--- config.mk ---
export PLATFORM = sky130hd
export DESIGN_NAME = axi_4_mem_arbiter
export DESIGN_NICKNAME = d
export VERILOG_FILES = /design/src/rtl/axi_4_mem_arbiter_pkg.sv /design/src/rtl/axi_4_mem_arbiter_beat_cnt.sv /design/src/rtl/axi_4_mem_arbiter.sv
export SDC_FILE = /design/constraint.sdc
export NUM_CORES = 1
export LEC_CHECK = 0
export BUFFER_PORTS_ARGS = -buffer_cell sky130_fd_sc_hd__clkbuf_2
export CAP_MARGIN = 20
export CELL_PAD_IN_SITES_DETAIL_PLACEMENT = 2
export CELL_PAD_IN_SITES_GLOBAL_PLACEMENT = 2
export CORE_AREA = 2 2 197 199
export DETAILED_ROUTE_END_ITERATION = 7
export DIE_AREA = 0 0 199 201
export PLACE_DENSITY = 0.73
export RECOVER_POWER = 100
export SLEW_MARGIN = 5
export SYNTH_ARGS = -nofsm -noshare
export SYNTH_HDL_FRONTEND = slang
export SYNTH_SLANG_ARGS = --single-unit
--- constraint.sdc ---
create_clock -name clk -period 2.6 [get_ports clk]
set_input_delay 0.52 -clock clk [delete_from_list [all_inputs] [get_ports clk]]
set_output_delay 0.52 -clock clk [all_outputs]
set_load 0.03 [all_outputs]
--- src/rtl/axi_4_mem_arbiter_pkg.sv ---
// Shared types and constants for the AXI4 memory arbiter slice.
package axi_4_mem_arbiter_pkg;

  typedef enum logic [1:0] {
    R_IDLE = 2'd0,
    R_IFU  = 2'd1,
    R_LSU  = 2'd2
  } rstate_t;

  typedef enum logic [1:0] {
    W_IDLE = 2'd0,
    W_DATA = 2'd1,
    W_RESP = 2'd2
  } wstate_t;

  localparam logic [1:0] BURST_FIXED = 2'd0;
  localparam logic [1:0] BURST_INCR  = 2'd1;
  localparam logic [1:0] BURST_WRAP  = 2'd2;

  localparam int unsigned CNT_W = 8;

endpackage

--- src/rtl/axi_4_mem_arbiter_beat_cnt.sv ---
// Burst beat tracker: latches the burst length and counts accepted beats.
module axi_4_beat_cnt
  import axi_4_mem_arbiter_pkg::*;
(
  input  logic             clk,
  input  logic             rst,
  input  logic             load,
  input  logic [CNT_W-1:0] len,
  input  logic             inc,
  output logic             last
);

  logic [CNT_W-1:0] cnt;
  logic [CNT_W-1:0] len_q;

  // A beat accepted in the same cycle as the load is counted, so the
  // burst still completes after exactly len+1 beats.
  always_ff @(posedge clk or negedge rst) begin
    if (!rst) begin
      cnt   <= '0;
      len_q <= '0;
    end else if (load) begin
      len_q <= len;
      cnt   <= inc ? CNT_W'(1) : '0;
    end else if (inc) begin
      cnt <= cnt + CNT_W'(1);
    end
  end

  assign last = (cnt == len_q);

endmodule

--- src/rtl/axi_4_mem_arbiter.sv ---
// Shares the AXI4 master user port between IFU reads and LSU reads/writes,
// with round-robin read arbitration and LSU read/write ordering.
module axi_4_mem_arbiter
  import axi_4_mem_arbiter_pkg::*;
#(
  parameter int unsigned ADDR_W = 32,
  parameter int unsigned DATA_W = 64,
  parameter int unsigned STRB_W = DATA_W / 8
) (
  input  logic              clk,
  input  logic              rst,

  input  logic              ifu_r_req,
  input  logic [ADDR_W-1:0] ifu_r_addr,
  input  logic [2:0]        ifu_r_size,
  input  logic [1:0]        ifu_r_burst,
  input  logic [7:0]        ifu_r_len,
  output logic              ifu_r_valid,

  input  logic              lsu_r_req,
  input  logic [ADDR_W-1:0] lsu_r_addr,
  input  logic [2:0]        lsu_r_size,
  input  logic [1:0]        lsu_r_burst,
  input  logic [7:0]        lsu_r_len,
  output logic              lsu_r_valid,

  output logic [DATA_W-1:0] r_data,

  input  logic              lsu_w_valid,
  input  logic [ADDR_W-1:0] lsu_w_addr,
  input  logic [2:0]        lsu_w_size,
  input  logic [1:0]        lsu_w_burst,
  input  logic [7:0]        lsu_w_len,
  input  logic [STRB_W-1:0] lsu_w_strb,
  input  logic [DATA_W-1:0] lsu_w_data,
  output logic              lsu_w_ready,
  output logic              lsu_w_done,

  output logic              m_r_ready,
  output logic [ADDR_W-1:0] m_r_addr,
  output logic [2:0]        m_r_size,
  output logic [1:0]        m_r_burst,
  output logic [7:0]        m_r_len,
  input  logic              m_r_valid,
  input  logic [DATA_W-1:0] m_r_data,

  output logic              m_w_valid,
  output logic [ADDR_W-1:0] m_w_addr,
  output logic [2:0]        m_w_size,
  output logic [1:0]        m_w_burst,
  output logic [7:0]        m_w_len,
  output logic [STRB_W-1:0] m_w_strb,
  output logic [DATA_W-1:0] m_w_data,
  input  logic              m_w_ready,
  input  logic              m_b_done
);

  rstate_t rstate, rnext;
  wstate_t wstate, wnext;
  logic    last_lsu;

  logic       ifu_elig, lsu_elig;
  logic       grant_lsu, r_load, r_inc, r_last;
  logic [7:0] r_len_sel;
  logic       w_go, w_start, w_inc, w_last;

  assign ifu_elig = ifu_r_req;
  assign lsu_elig = lsu_r_req && (wstate == W_IDLE) && !lsu_w_valid;

  always_ff @(posedge clk or negedge rst) begin
    if (!rst) begin
      rstate   <= R_IDLE;
      wstate   <= W_IDLE;
      last_lsu <= 1'b0;
    end else begin
      rstate <= rnext;
      wstate <= wnext;
      if (r_load) last_lsu <= grant_lsu;
    end
  end

  always_comb begin
    rnext     = rstate;
    grant_lsu = 1'b0;
    r_load    = 1'b0;
    unique case (rstate)
      R_IDLE: begin
        if (ifu_elig || lsu_elig) begin
          r_load    = 1'b1;
          grant_lsu = lsu_elig && (!ifu_elig || !last_lsu);
          rnext     = grant_lsu ? R_LSU : R_IFU;
        end
      end
      R_IFU, R_LSU: begin
        if (m_r_valid && r_last) rnext = R_IDLE;
      end
      default: rnext = R_IDLE;
    endcase
  end

  assign r_len_sel = grant_lsu ? lsu_r_len : ifu_r_len;
  assign r_inc     = (rstate != R_IDLE) && m_r_valid;

  axi_4_beat_cnt u_r_cnt (
    .clk  (clk),
    .rst  (rst),
    .load (r_load),
    .len  (r_len_sel),
    .inc  (r_inc),
    .last (r_last)
  );

  always_comb begin
    wnext   = wstate;
    w_go    = 1'b0;
    w_start = 1'b0;
    unique case (wstate)
      W_IDLE: begin
        w_go = lsu_w_valid && (rstate != R_LSU);
        if (w_go) begin
          w_start = 1'b1;
          wnext   = (lsu_w_len == 8'd0 && m_w_ready) ? W_RESP : W_DATA;
        end
      end
      W_DATA: begin
        w_go = lsu_w_valid;
        if (m_w_ready && w_last) wnext = W_RESP;
      end
      W_RESP: begin
        if (m_b_done) wnext = W_IDLE;
      end
      default: wnext = W_IDLE;
    endcase
  end

  assign w_inc = m_w_ready && (w_start || wstate == W_DATA);

  axi_4_beat_cnt u_w_cnt (
    .clk  (clk),
    .rst  (rst),
    .load (w_start),
    .len  (lsu_w_len),
    .inc  (w_inc),
    .last (w_last)
  );

  always_comb begin
    m_r_ready = 1'b0;
    unique case (rstate)
      R_IFU:   m_r_ready = ifu_r_req;
      R_LSU:   m_r_ready = lsu_r_req;
      default: m_r_ready = 1'b0;
    endcase
  end

  assign m_r_addr  = (rstate == R_LSU) ? lsu_r_addr  : ifu_r_addr;
  assign m_r_size  = (rstate == R_LSU) ? lsu_r_size  : ifu_r_size;
  assign m_r_burst = (rstate == R_LSU) ? lsu_r_burst : ifu_r_burst;
  assign m_r_len   = (rstate == R_LSU) ? lsu_r_len   : ifu_r_len;

  assign ifu_r_valid = (rstate == R_IFU) && m_r_valid;
  assign lsu_r_valid = (rstate == R_LSU) && m_r_valid;
  assign r_data      = m_r_data;

  // Write-side outputs follow live inputs in W_IDLE, so they are masked
  // while reset is held.
  assign m_w_valid   = rst && w_go;
  assign lsu_w_ready = rst && m_w_ready && (wstate != W_RESP);
  assign lsu_w_done  = rst && m_b_done && (wstate == W_RESP);

  assign m_w_addr  = lsu_w_addr;
  assign m_w_size  = lsu_w_size;
  assign m_w_burst = lsu_w_burst;
  assign m_w_len   = lsu_w_len;
  assign m_w_strb  = lsu_w_strb;
  assign m_w_data  = lsu_w_data;

endmodule

# Yosys cells after proc, flatten, opt, wreduce, memory -nomap -nowiden
# Index checks and enable logic that the tools add are counted.
dict set report op_classes {
  eq_ne 13
  n_reduce_logical 31
  add_sub_neg 2
  muxes 28
}
# cell count
set op_table {}
lappend op_table {{$mux 8} 6}
lappend op_table {{$mux 32} 1}
lappend op_table {{$add 8x1->8 const B} 2}
lappend op_table {{$eq 8x8->1} 2}
lappend op_table {{$logic_and 1x1->1} 16}
lappend op_table {{$mux 2} 8}
lappend op_table {{$ne 2x2->1 const B} 6}
lappend op_table {{$logic_not 8->1} 1}
lappend op_table {{$mux 1} 8}
lappend op_table {{$pmux 2 s3} 1}
lappend op_table {{$reduce_bool 2->1} 3}
lappend op_table {{$eq 2x1->1 const B} 2}
lappend op_table {{$eq 2x2->1 const B} 2}
lappend op_table {{$logic_not 2->1} 2}
lappend op_table {{$pmux 1 s2} 2}
lappend op_table {{$pmux 2 s2} 1}
lappend op_table {{$logic_not 1->1} 3}
lappend op_table {{$logic_or 1x1->1} 3}
lappend op_table {{$mux 3} 1}
lappend op_table {{$reduce_and 3->1} 1}
lappend op_table {{$ne 2x1->1 const B} 1}
lappend op_table {{$reduce_and 2->1} 1}
lappend op_table {{$reduce_or 2->1} 1}
dict set report word_totals {
  word_cells 81
  regBits 37
}

# Depth between registers and ports, before layout
dict set report depth {
  word_depth 8
  depth_mapped 8
  ltp_nobuf 7
}

# By module
# From an unflattened synthesis, not the netlist that was laid out.
dict set report unflattened {
  cells_unflattened 420
  hier_area_um2 3953.8
}
# module seq_area_each_um2 instances area_per_inst_um2 cells_each
set modules_own_cells {}
lappend modules_own_cells {axi_4_mem_arbiter 125.1 1 2414.8 288}
lappend modules_own_cells {axi_4_beat_cnt 400.4 2 769.5 66}

# Worst setup path before layout
# No wires, ideal clock.
dict set report synth_path {
  path_kind {register to output}
  start {register rstate[0]}
  end {output m_r_burst[0]}
  slack_ns 0.413
  arrival_ns 1.667
  n_path_buf 2
  path_stages_with_launch 6
  t_required_ns 2.080
  cell_sequence {dfrtp_1 inv_1 ha_1 buf_2 buf_1 mux2_2}
}
dict set report synth_between {
  elab_chain_cells 2
}
# item line
set synth_lines {}
lappend synth_lines {{from (decl)} axi_4_mem_arbiter.sv:58} ;# rstate_t rstate, rnext;
lappend synth_lines {{from (signal assigned)} axi_4_mem_arbiter.sv:76} ;# rstate <= rnext;
lappend synth_lines {{$eq 2x2->1} axi_4_mem_arbiter.sv:158} ;# assign m_r_burst = (rstate == R_LSU) ? lsu_r_burst : ifu_r_burst;
lappend synth_lines {{$mux 2} axi_4_mem_arbiter.sv:158}
lappend synth_lines {{to (decl)} axi_4_mem_arbiter.sv:42} ;# output logic [1:0] m_r_burst,
# Every way passes these cells.

# Final worst setup path
dict set report layout_path {
  start {register rstate[0]}
  end {output m_r_addr[28]}
}
dict set report layout_between {
  elab_chain_cells 2
}
# item line
set layout_lines {}
lappend layout_lines {{$eq 2x2->1} axi_4_mem_arbiter.sv:156} ;# assign m_r_addr = (rstate == R_LSU) ? lsu_r_addr : ifu_r_addr;
lappend layout_lines {{$mux 32} axi_4_mem_arbiter.sv:156}
lappend layout_lines {{to (decl)} axi_4_mem_arbiter.sv:40} ;# output logic [ADDR_W-1:0] m_r_addr,
# Every way passes these cells.

==> metrics list <==
- The run finished with clean final reports.
- CTS Root Cell: sky130_fd_sc_hd__clkbuf_16
- The worst setup path is launched from a flop.
* Final GP Congestion: 0.720
* Switch Pwr: 0.00116 W
- The tightest min-delay check is of the in2async type.
- CTS clk-pin slew, worst paths: 60 ps
- Summed negative setup slack over all endpoints: 0 ps
- Data on the critical path arrives at its endpoint at 1910 ps.
- Counting flops and latches in the post-synthesis netlist gives 37.
- The share of synthesized area in the top cell type comes to 35.0%.
- Final worst slack: 175 ps
* Final Setup Violations: 0
* Summed instance area of the synthesized netlist: 0.00390 mm^2
* DIE AREA: 0.0400 mm^2
- TritonCTS clock tree: done
- Placeable core region: 0.0381 mm^2
- Derived from the worst setup path, the maximum achievable clock frequency is 0.412 GHz.
- The critical path ends at m_r_addr[28].
* Wire length of the first global-routing pass: 21100 um
- Most area-consuming cells after synthesis: sky130_fd_sc_hd__buf_4 35%, sky130_fd_sc_hd__dfrtp_1 24%, sky130_fd_sc_hd__mux2_2 15%
- Minimum clock period: 2430 ps
- In this run the worst path has a maximum fanout of 41.
- Post-CTS Setup Inserts: 0
- Max-slew violation count: 0
- The number of antenna diodes in the final layout is 0.
- The die is 201 um tall.
- Clock latency on the worst-skew pair, taken at its later pin, is 280 ps.
* Share of total power in the clock network: 20.8%
- Number of H-tree branching levels: 2
- The initial utilization of the core area, before any placement, comes to 10.2%.
- After the first detailed-routing iteration, the DRC count stood at 61.
- After detailed routing, the average wire length per cell comes to 16.8 um.
- Largest net degree at the start of global routing: 42
* Total internal power: 0.00169 W
- From synthesis to final layout, the design area changed by 5.48%.
- Overall track demand over capacity in global routing: 7.39%
- Async set-reset flop share out of synthesis: 100%
- Net switching is 40.6% of the power.
- In this run the count of I/O pins placed on the die edge is 511.
* Hold violation count in the final report: 0
- Warning count from the yosys run: 0
- Net count, final: 711
- Register area share after synthesis: 23.7%
* Critical path launch point: rstate[0]
- Overflow left after global routing: 0
* Flip-flop cell with the highest count after synthesis: sky130_fd_sc_hd__dfrtp_1
* Syn_nets: 728
* DR DRC count: 0
* Number of vias in the routed layout: 2842
- Dividing the detail-routed via count by the number of cells gives 3.00.
- Setup slack of the most critical reg-to-reg path: 280 ps
- The number of hold buffers added after CTS was 0.
* Number of nets with antenna violations after detailed routing: 0
- # Max-Cap Violations: 0
- Placed wire-length estimate after detailed placement: 14200 um
- Top cell types by occurrence after synthesis: 182 x sky130_fd_sc_hd__buf_4, 53 x sky130_fd_sc_hd__mux2_2, 37 x sky130_fd_sc_hd__dfrtp_1
* Total of fill cells in the finished design: 4566
- Max-Slew Margin vs Limit: 43.9%
- Resize count post-CTS: 0
- For the worst setup path, the data required time is 2080 ps.
* Number of enable flip-flop cells after synthesis: 0
* Most instantiated library cell after synthesis: sky130_fd_sc_hd__buf_4
* Critical R2R Launch: rstate[0]
* Layout cell share with drive strength beyond 1: 50.2%
- For this design the static power due to leakage is 1.74 nW.
* Library cells used by synthesis: 39
- At the pin with the least slew margin, the transition time is 842 ps.
* TritonRoute pass-1 iters: 4
- Sequential share of power: 34.9%
* Syn Inst Count: 444
- Number of buffers added by the clock tree synthesis step: 5
- Type of destination of the critical path: output port
- Worst Reg2Reg Path Length in Cells: 8
- Number of global-route vias before repair: 3112
- The number of antenna violations at the first check in global routing is 0.
* Critical R2R Capture: u_w_cnt.cnt[6]
- Of the available clock period, the critical path in the final layout requires 93.3%.
- The largest total area in the synthesized netlist belongs to sky130_fd_sc_hd__buf_4.
- In this run the horizontal extent of the chip is 199 um.
- For this design, the sink count on the clock tree is 37.
- Combinational share of power: 44.3%
- Number of port buffers: 164
* Average footprint of a synthesized cell: 8.79 um^2
* Sum of routed wire length over all layers: 15900 um
- Worst setup skew after layout: 4.83 ps
- Worst setup path class: reg2out
* Clock Tree Buf Depth: 2
- Before CTS, the worst setup slack after placement is 432 ps.
- Row generation in the floorplan step produced 72 rows.
- IR analysis of the VDD net gives a maximum drop of 187 uV.
* RSZ-0062 raised after global routing: no
- For this design the ratio of total power to cell area is 692 mW/mm^2.
## cells in the final DEF, fill, tap and decap left out, types with 2 or more instances in the layout
cell type / n
sky130_fd_sc_hd__a21oi_1: 5
sky130_fd_sc_hd__a31oi_1: 9
sky130_fd_sc_hd__and2_1: 2
sky130_fd_sc_hd__and3_1: 3
sky130_fd_sc_hd__clkbuf_1: 14
sky130_fd_sc_hd__clkbuf_16: 5
sky130_fd_sc_hd__clkbuf_2: 154
sky130_fd_sc_hd__clkinv_2: 2
sky130_fd_sc_hd__dfrtp_1: 37
sky130_fd_sc_hd__ha_1: 5
sky130_fd_sc_hd__inv_1: 4
sky130_fd_sc_hd__mux2_1: 4
sky130_fd_sc_hd__mux2_2: 49
sky130_fd_sc_hd__nand2_1: 34
sky130_fd_sc_hd__nand2b_1: 3
sky130_fd_sc_hd__nand3_1: 6
sky130_fd_sc_hd__nand4_1: 8
sky130_fd_sc_hd__nor2_1: 28
sky130_fd_sc_hd__nor2b_1: 2
sky130_fd_sc_hd__nor3_1: 2
sky130_fd_sc_hd__o21ai_0: 5
sky130_fd_sc_hd__xnor2_1: 17
sky130_fd_sc_hd__xor2_1: 10
## worst max-delay path: stages, from the launching register on
cell,delay [ps]
sky130_fd_sc_hd__dfrtp_1,410
sky130_fd_sc_hd__inv_1,100
sky130_fd_sc_hd__ha_1,220
sky130_fd_sc_hd__buf_12,240
sky130_fd_sc_hd__mux2_1,390
sky130_fd_sc_hd__clkbuf_2,200
## through the flow
| stage | util (%) | instances | instance area, um^2 | total power, W | hold WS (ps) |
|---|---|---|---|---|---|
| after CTS | 10.9 | 946 | 4150 | 0.00295 | 155 |
| after floorplan | - | 444 | 3900 | 0.00239 | 224 |
| after global placement | 10.5 | 938 | 4010 | 0.00226 | 453 |
| final | 10.8 | 946 | 4120 | 0.00285 | 316 |
| after global routing | 10.8 | 946 | 4120 | 0.00309 | 369 |
| after detailed placement | 10.5 | 938 | 4010 | 0.00232 | 469 |
## power by group through the flow
stage / logic, W / registers, W / clock network (W)
2_1_floorplan: 0.00146 / 0.000925 / 0
3_3_place_gp: 0.00127 / 0.000997 / 0
3_5_place_dp: 0.00131 / 0.00101 / 0
4_1_cts: 0.00132 / 0.00100 / 0.000624
5_1_grt: 0.00142 / 0.00103 / 0.000641
6_report: 0.00126 / 0.000994 / 0.000593
## registers in the layout (all words and copies together) (netlist names)
name,flops
last_lsu,1
rstate,2
u_r_cnt.cnt,8
u_r_cnt.len_q,8
u_w_cnt.cnt,8
u_w_cnt.len_q,8
wstate,2
## kinds of logic after synthesis
| family | count (synthesis) | synth area share (%) |
|---|---|---|
| AND/OR/NAND/NOR | 98 | 12.2 |
| flip-flops | 37 | 23.7 |
| buffers and inverters | 197 | 36.6 |
| AO/OA/AOI/OAI | 26 | 4.33 |
| multiplexers | 54 | 15.5 |
| adder cells (fa/ha/maj) | 5 | 1.60 |
| XOR/XNOR | 27 | 6.06 |
## per-layer routing
metal,wire [um],global-route usage (%),share of wire [%]
met3,2990,5.12,19
met1,4140,5.34,26
met2,8210,14.2,52
met5,39,0.617,0.24
met4,548,3.20,3.4
## worst min-delay path by stage
| stage | depth (start not counted) | to |
|---|---|---|
| final | 1 | u_w_cnt.len_q[6] |
| after global routing | 1 | u_w_cnt.len_q[5] |
| after CTS | 1 | u_w_cnt.len_q[6] |
| after detailed placement | 1 | u_w_cnt.cnt[1] |
| after global placement | 1 | u_w_cnt.len_q[6] |
| after floorplan | 0 | last_lsu |
## cell type report
| type | count | area (um^2) | share of cell area (%) |
|---|---|---|---|
| well taps | 518 | 648 | 15.7 |
| clock buffers | 6 | 129 | 3.13 |
| repair buffers | 169 | 847 | 20.6 |
| multi-input cells | 210 | 1540 | 37.5 |
| clock inverters | 2 | 10.0 | 0.243 |
| flip-flops and latches | 37 | 926 | 22.5 |
| inverters | 4 | 15.0 | 0.365 |
Note: power is estimated with default switching activity, not from simulation.
